### config.mk
export PLATFORM = sky130hd
export DESIGN_NAME = ext_obi_slave_cut
export DESIGN_NICKNAME = d
export VERILOG_FILES = /design/src/rtl/ext_obi_slave_cut.sv
export SDC_FILE = /design/constraint.sdc
export NUM_CORES = 1
export LEC_CHECK = 0
export BUFFER_PORTS_ARGS = -buffer_cell sky130_fd_sc_hd__buf_2
export CAP_MARGIN = 0
export CORE_UTILIZATION = 45
export DETAILED_ROUTE_END_ITERATION = 10
export GPL_TIMING_DRIVEN = 0
export PLACE_DENSITY = 0.72
export SLEW_MARGIN = 30
export SYNTH_ARGS = -nofsm -noshare
export SYNTH_HDL_FRONTEND = slang
export SYNTH_SLANG_ARGS = --single-unit
### constraint.sdc
create_clock -name clk_i -period 4.9 [get_ports clk_i]
set_clock_uncertainty 0.05 [all_clocks]
set_input_delay 0.245 -clock clk_i [delete_from_list [all_inputs] [get_ports clk_i]]
set_output_delay 0.245 -clock clk_i [all_outputs]
set_load 0.01 [all_outputs]
### src/rtl/ext_obi_slave_cut.sv
// Registered OBI request/response cut between the external bus and the CGRA slave port.
// Breaks the combinational req->gnt and rvalid paths while keeping strict in-order completion.
package ext_obi_pkg;
  typedef struct packed {
    logic        req;
    logic        we;
    logic [3:0]  be;
    logic [31:0] addr;
    logic [31:0] wdata;
  } obi_req_t;

  typedef struct packed {
    logic        gnt;
    logic        rvalid;
    logic [31:0] rdata;
  } obi_resp_t;

  typedef struct packed {
    logic        we;
    logic [3:0]  be;
    logic [31:0] addr;
    logic [31:0] wdata;
  } obi_payload_t;
endpackage

module ext_obi_slave_cut
  import ext_obi_pkg::*;
#(
  parameter int  REQ_DEPTH       = 2,
  parameter int  MAX_OUTSTANDING = 4,
  localparam int OUT_W           = $clog2(MAX_OUTSTANDING + 1)
) (
  input  logic             clk_i,
  input  logic             rst_ni,
  input  obi_req_t         mst_req_i,
  output obi_resp_t        mst_resp_o,
  output obi_req_t         slv_req_o,
  input  obi_resp_t        slv_resp_i,
  output logic [OUT_W-1:0] outstanding_o,
  output logic             idle_o
);

  localparam int PTR_W = (REQ_DEPTH > 1) ? $clog2(REQ_DEPTH) : 1;
  localparam int CNT_W = $clog2(REQ_DEPTH + 1);
  localparam logic [CNT_W-1:0] DEPTH_C   = CNT_W'(REQ_DEPTH);
  localparam logic [OUT_W-1:0] MAX_OUT_C = OUT_W'(MAX_OUTSTANDING);
  localparam logic [PTR_W-1:0] LAST_PTR  = PTR_W'(REQ_DEPTH - 1);

  obi_payload_t     mem [REQ_DEPTH];
  logic [PTR_W-1:0] wr_ptr_q, rd_ptr_q;
  logic [CNT_W-1:0] count_q;
  logic [OUT_W-1:0] outstanding_q;
  logic             rvalid_q;
  logic [31:0]      rdata_q;

  logic             fifo_empty, fifo_full;
  logic             mst_gnt, push, pop, capture;
  obi_payload_t     head;

  assign fifo_empty = (count_q == '0);
  assign fifo_full  = (count_q == DEPTH_C);

  // Grant looks only at registered occupancy: a same-cycle slave pop never frees a slot early.
  assign mst_gnt = mst_req_i.req & ~fifo_full & (outstanding_q < MAX_OUT_C);
  assign push    = mst_gnt;
  assign pop     = ~fifo_empty & slv_resp_i.gnt;

  // Only capture a slave response when one is actually owed, so stale rvalids after reset are dropped.
  assign capture = slv_resp_i.rvalid & (outstanding_q > OUT_W'(rvalid_q));

  assign head = fifo_empty ? '0 : mem[rd_ptr_q];

  // NOTE: payload storage is not reset; the empty-FIFO mux above keeps it invisible until written.
  always_ff @(posedge clk_i) begin
    if (push) begin
      mem[wr_ptr_q] <= '{we: mst_req_i.we, be: mst_req_i.be,
                         addr: mst_req_i.addr, wdata: mst_req_i.wdata};
    end
  end

  // NOTE: state registers use non-blocking assignments so every flop samples pre-edge values.
  always_ff @(posedge clk_i or negedge rst_ni) begin
    if (!rst_ni) begin
      wr_ptr_q      <= '0;
      rd_ptr_q      <= '0;
      count_q       <= '0;
      outstanding_q <= '0;
      rvalid_q      <= 1'b0;
      rdata_q       <= '0;
    end else begin
      if (push) wr_ptr_q <= (wr_ptr_q == LAST_PTR) ? '0 : wr_ptr_q + 1'b1;
      if (pop)  rd_ptr_q <= (rd_ptr_q == LAST_PTR) ? '0 : rd_ptr_q + 1'b1;

      case ({push, pop})
        2'b10:   count_q <= count_q + 1'b1;
        2'b01:   count_q <= count_q - 1'b1;
        default: count_q <= count_q;
      endcase

      case ({push, rvalid_q})
        2'b10:   outstanding_q <= outstanding_q + 1'b1;
        2'b01:   outstanding_q <= outstanding_q - 1'b1;
        default: outstanding_q <= outstanding_q;
      endcase

      rvalid_q <= capture;
      rdata_q  <= capture ? slv_resp_i.rdata : '0;
    end
  end

  // NOTE: every output gets a default first so no path through this block can infer a latch.
  always_comb begin
    slv_req_o       = '0;
    slv_req_o.req   = ~fifo_empty;
    slv_req_o.we    = head.we;
    slv_req_o.be    = head.be;
    slv_req_o.addr  = head.addr;
    slv_req_o.wdata = head.wdata;

    mst_resp_o        = '0;
    mst_resp_o.gnt    = mst_gnt;
    mst_resp_o.rvalid = rvalid_q;
    mst_resp_o.rdata  = rdata_q;
  end

  assign outstanding_o = outstanding_q;
  assign idle_o        = fifo_empty & (outstanding_q == '0) & ~rvalid_q;

  a_slv_stable: assert property (@(posedge clk_i) disable iff (!rst_ni)
    (slv_req_o.req && !slv_resp_i.gnt) |=> (slv_req_o.req && $stable(head)));
  a_no_underflow: assert property (@(posedge clk_i) disable iff (!rst_ni)
    rvalid_q |-> (outstanding_q != '0));
  a_no_push_full: assert property (@(posedge clk_i) disable iff (!rst_ni)
    !(push && fifo_full));

endmodule

# == Yosys cells after proc, flatten, opt, wreduce, memory -nomap -nowiden ==
# Memories as Yosys holds them, arrays and structs flattened.
# Cells that the tools add are included.
# totals
mem_count,1
inputBits,106
out_inout_bits,108
wordCells,41
regBits,40
ramBits,138
# classes
n_lt_le_gt_ge,2
reduce_logical,4
muxes,8
add_sub_neg,6
eq_ne,5
bitwise,9
# mem_list
memory,words,word_bits,rd,rd_clocked_by_memory_dff,wr,line,rtl
mem,2,69,1,0,1,49,obi_payload_t mem [REQ_DEPTH];
# op_table
op,n
two-way mux 69 bit,1
two-way mux 32 bit,1
bitwise AND 1 bit,6
"== test 2 bit, second input constant",3
case mux 3 bit (2 select lines),1
"== test 2 x 1 -> 1 bit, second input constant",2
two-way mux 1 bit,4
case mux 2 bit (2 select lines),1
nonzero test 2 bit,2
"adder 3 x 1 -> 3 bit, second input constant",1
greater-than comparator 3 x 1 -> 1 bit,1
logical NOT 3 bit,1
"less-than comparator 3 bit, second input constant",1
NOT 1 bit,3
"subtractor 3 x 1 -> 3 bit, second input constant",1
"adder 1 bit, second input constant",2
"adder 2 x 1 -> 2 bit, second input constant",1
logical NOT 2 bit,1
"subtractor 2 x 1 -> 2 bit, second input constant",1

# == Depth between registers and ports, before layout ==
# logic_depth
ltp_word,6
depth_mapped,8
ltp_nobuf,8

# == Least setup slack after synthesis ==
# OpenSTA, ideal clock, no wires.
# synth_timing
kind,register to register
from,register outstanding_q[2] (netlist: outstanding_o[2])
to,memory mem[0][0] in the netlist's numbering (enable)
path_buffers,0
setup_slack_ns,0.731
synth_period_minus_slack_ns,4.169
setup_ns,0.497
arrival_ns,3.623
stages_incl_launch_ff,3
required_time_ns,4.353
cell_sequence,dfrtp_1 nand3b_2 nor2_1
# synth_between
elab_chain_len,4
# synth_lines
element,line,rtl
from (decl),52,logic [OUT_W-1:0] outstanding_q;
from (signal assigned),101,2'b10: outstanding_q <= outstanding_q + 1'b1;
from (signal assigned),102,2'b01: outstanding_q <= outstanding_q - 1'b1;
from (signal assigned),103,default: outstanding_q <= outstanding_q;
less-than comparator 3 bit,64,assign mst_gnt = mst_req_i.req & ~fifo_full & (outstanding_q < MAX_OUT_C);
bitwise AND 1 bit,64,
two-way mux 1 bit,75,if (push) begin
two-way mux 1 bit (not written as such),76,"mem[wr_ptr_q] <= '{we: mst_req_i.we, be: mst_req_i.be,"
to (decl),49,
# No other way between the ends.

# == Final worst setup path ==
# layout_timing
from,register count_q[0]
to,register outstanding_q[2] (netlist: outstanding_o[2])
# layout_between
elab_chain_len,6
# layout_lines
element,line,rtl
from (decl),51,logic [CNT_W-1:0] count_q;
from (signal assigned),95,2'b10: count_q <= count_q + 1'b1;
from (signal assigned),96,2'b01: count_q <= count_q - 1'b1;
from (signal assigned),97,default: count_q <= count_q;
== test 2 bit (*),61,assign fifo_full = (count_q == DEPTH_C);
NOT 1 bit (*),64,
bitwise AND 1 bit (*) (2 in a row),64,
== test 2 x 1 -> 1 bit / == test 2 bit (equally long branches),100,"case ({push, rvalid_q})"
case mux 3 bit (2 select lines) / nonzero test 2 bit (equally long branches),n/a,
# Every way passes the cells marked *; elsewhere a longest branch is shown, timed or not.
# A chain may end at the register's enable or synchronous reset.

==> run metrics <==
status finished, final reports clean; Post-Syn Area per Cell about 17 sq um; Final Util 0.6616; Vias/cell 4.756; Clock Sinks ~180; # setup viols final 0; register bit total from synthesis approximately 180; critical path launch point type flip-flop; crit path cell chain nand2b_1 -> nand3b_2 -> ha_1 -> inv_1 -> fa_1 -> xor2_1 -> nor2_1 -> xor2_1; Crit Path Class reg2reg; placed cell area 0.008110 sq mm; Max Root-Sink Buffers 2; Hold Crit Class in2reg; cell taking the most area after synthesis edfxtp_1; Slew Limit Headroom 0.4261; Horiz. Die Dim between 100 and 150 um; setup_tns 0 ns; routed wire length about 15 mm; met2 WL just under 8 mm; area delta synth->final 43.53%; critical path's largest stage delay about 0.44 ns; ant diodes 0; Tot Pwr 5.276 mW; clk_lat worst skew around 0.42 ns; RePlAce Congestion around 0.75; top-area cell type share of the netlist area 0.6209; Syn Inst Count slightly above 400; CTS HTree Levels 4; Crit path required time just over 5 ns; Critical Path Sink Type flip-flop; Area contributors post-synth edfxtp_1 62%, dfrtp_1 15%, mux2i_1 10%; share of the clock period used by the worst path 0.4330; Max Used Layer met4; sequential element share of the synthesized area 0.7709; first-pass GRT wire length 22.36 mm; Congestion Overflow GR 0; largest net degree at the start of global routing approximately 40; Met3 Wirelength 1.194 mm; share of layout cells above drive strength 1 0.3728; routed len/inst approximately 16 um; most common cell after layout, fill and taps aside buf_2; crit-path max FO 6; Die Span Y approximately 120 um; IO Port Bufs ~210; detailed placement HPWL roughly 9.6 mm; DRT iter0 DRCs roughly 240; Nets 840; first-pass detailed-route iteration total 4; arrival time worst endpoint roughly 2.4 ns; Num CTS Buffers 17; number of global-route vias before repair 4,556; Worst-path clk slew about 0.070 ns; max-cap violation count 0; slew at the pin with the worst max-slew slack approximately 0.86 ns; initial antenna violation count 0; critical path's top delay family adder cells; hold_buf cts 89; synthesized cell area ~0.0067 sq mm; Yosys cell types 22; Total Routing Usage GR 0.1991; Setup WS post-layout ~2.8 ns; final antenna-violating net count 0; postcts setup bufs 0; slowest stage cell, crit path dfrtp_1; dpl ws ~2.8 ns; post-route cell area ~0.0096 sq mm; die area approximately 0.015 sq mm; Gates resized, CTS repair 0; fmax ~0.47 GHz; Lkg Pwr between 4 and 5 nW; PD cells between 500 and 600 mW/mm^2; clock root buffer master clkbuf_16; unrepaired setup endpoints after global routing false; CP bufs+invs 1; routed vias between 4k and 5k; crit path time final ~2.1 ns; core area 0.01448 sq mm; row cnt 44; final count of hold timing violations 0; peak supply drop approximately 280 uV; drc violations 0; most frequent cells in the layout 220 x buf_2, 138 x edfxtp_1, 89 x dlygate4sd3_1; yosys synthesis warning count 0; most frequent CP cell xor2_1; M1 WL between 5 and 6 mm; Starting Density 0.4609; io pins 214; Slew Limit Fails 0; CTS tree done; Mapped Nets roughly 510
==> layer usage <==
metal,global-route usage,up-vias
met4,0.07455,0
met5,0,-
met1,0.2327,2087
met3,0.05998,15
met2,0.3441,198
li1,-,2109
==> sequential cells by signal (all words and copies together) (netlist names) <==
signal,flops
outstanding_o,3
count_q,2
rdata_q,32
mem,138
rd_ptr_q,1
rvalid_q,1
wr_ptr_q,1
==> layout make-up <==
type                       count  area (sq um)
inverter                       6         22.52
fill                        1012          4900
clock buffer                  19         454.2
timing repair buffer         308          2082
buffer                        23         136.4
multi-input combinational    196          1385
sequential                   178          5145
tap                          184         230.2
clock inverter                13         123.9
==> worst paths after layout <==
kind | startpoint | to | slack [ns] | depth (start not counted)
min in group asynchronous | rst_ni | rdata_q[27]$_DFF_PN0_ | 0.43 | 2
setup / recovery | count_q[0]$_DFFE_PN0P_ | outstanding_o[2]$_DFFE_PN0P_ | 2.78 | 8
setup reg to reg | count_q[0]$_DFFE_PN0P_ | outstanding_o[2]$_DFFE_PN0P_ | 2.78 | 8
hold reg to reg | count_q[1]$_DFFE_PN0P_ | count_q[1]$_DFFE_PN0P_ | 0.51 | 1
max in group asynchronous | rst_ni | count_q[0]$_DFFE_PN0P_ | 3.83 | 2
hold / removal | slv_resp_i[16] | rdata_q[16]$_DFF_PN0_ | 0.02 | 2
==> worst reg2reg max path: cells and delay by family (launching register included) <==
kind                       cells  cell delay, ns
adders and majority gates      2            0.64
and+or+nand+nor                3            0.51
DFF                            1            0.44
xor gates and xnor gates       2            0.34
buffers and inverters          1            0.07
==> stage by stage <==
stage / std cells / hold WS (ns)
2_1_floorplan: 403 / -0.1006
3_3_place_gp: 800 / 0.3293
3_5_place_dp: 806 / 0.3486
4_1_cts: 927 / 0.0005722
5_1_grt: 927 / 0.007415
6_report: 927 / 0.02312
==> synthesized netlist by cell type (all sizes together) <==
library cell and count:
nand2 1, nand2b 1, xor2 4, xnor2 4
dfrtp 40, o21ai 1, and2 2, inv 6
clkbuf 6, nor2 75, nand3b 1, nor3 1
and3 32, buf 17, mux2i 70, fa 1
ha 3, edfxtp 138
==> power by group <==
part	switching, mW	internal (mW)	leakage, nW
sequential	0.0969	1.96	1.77
combinational	1.09	0.816	2.27
clock	0.577	0.739	0.283
total	1.76	3.51	4.33
==> cell families after synthesis <==
family / synth area share
compound gates: 0.001313
xor+xnor: 0.01050
fa+ha+maj: 0.008625
buf+inv: 0.02381
flops: 0.7709
mux: 0.1050
simple gates: 0.07986
No activity file was read; power rests on OpenSTA's default activity.
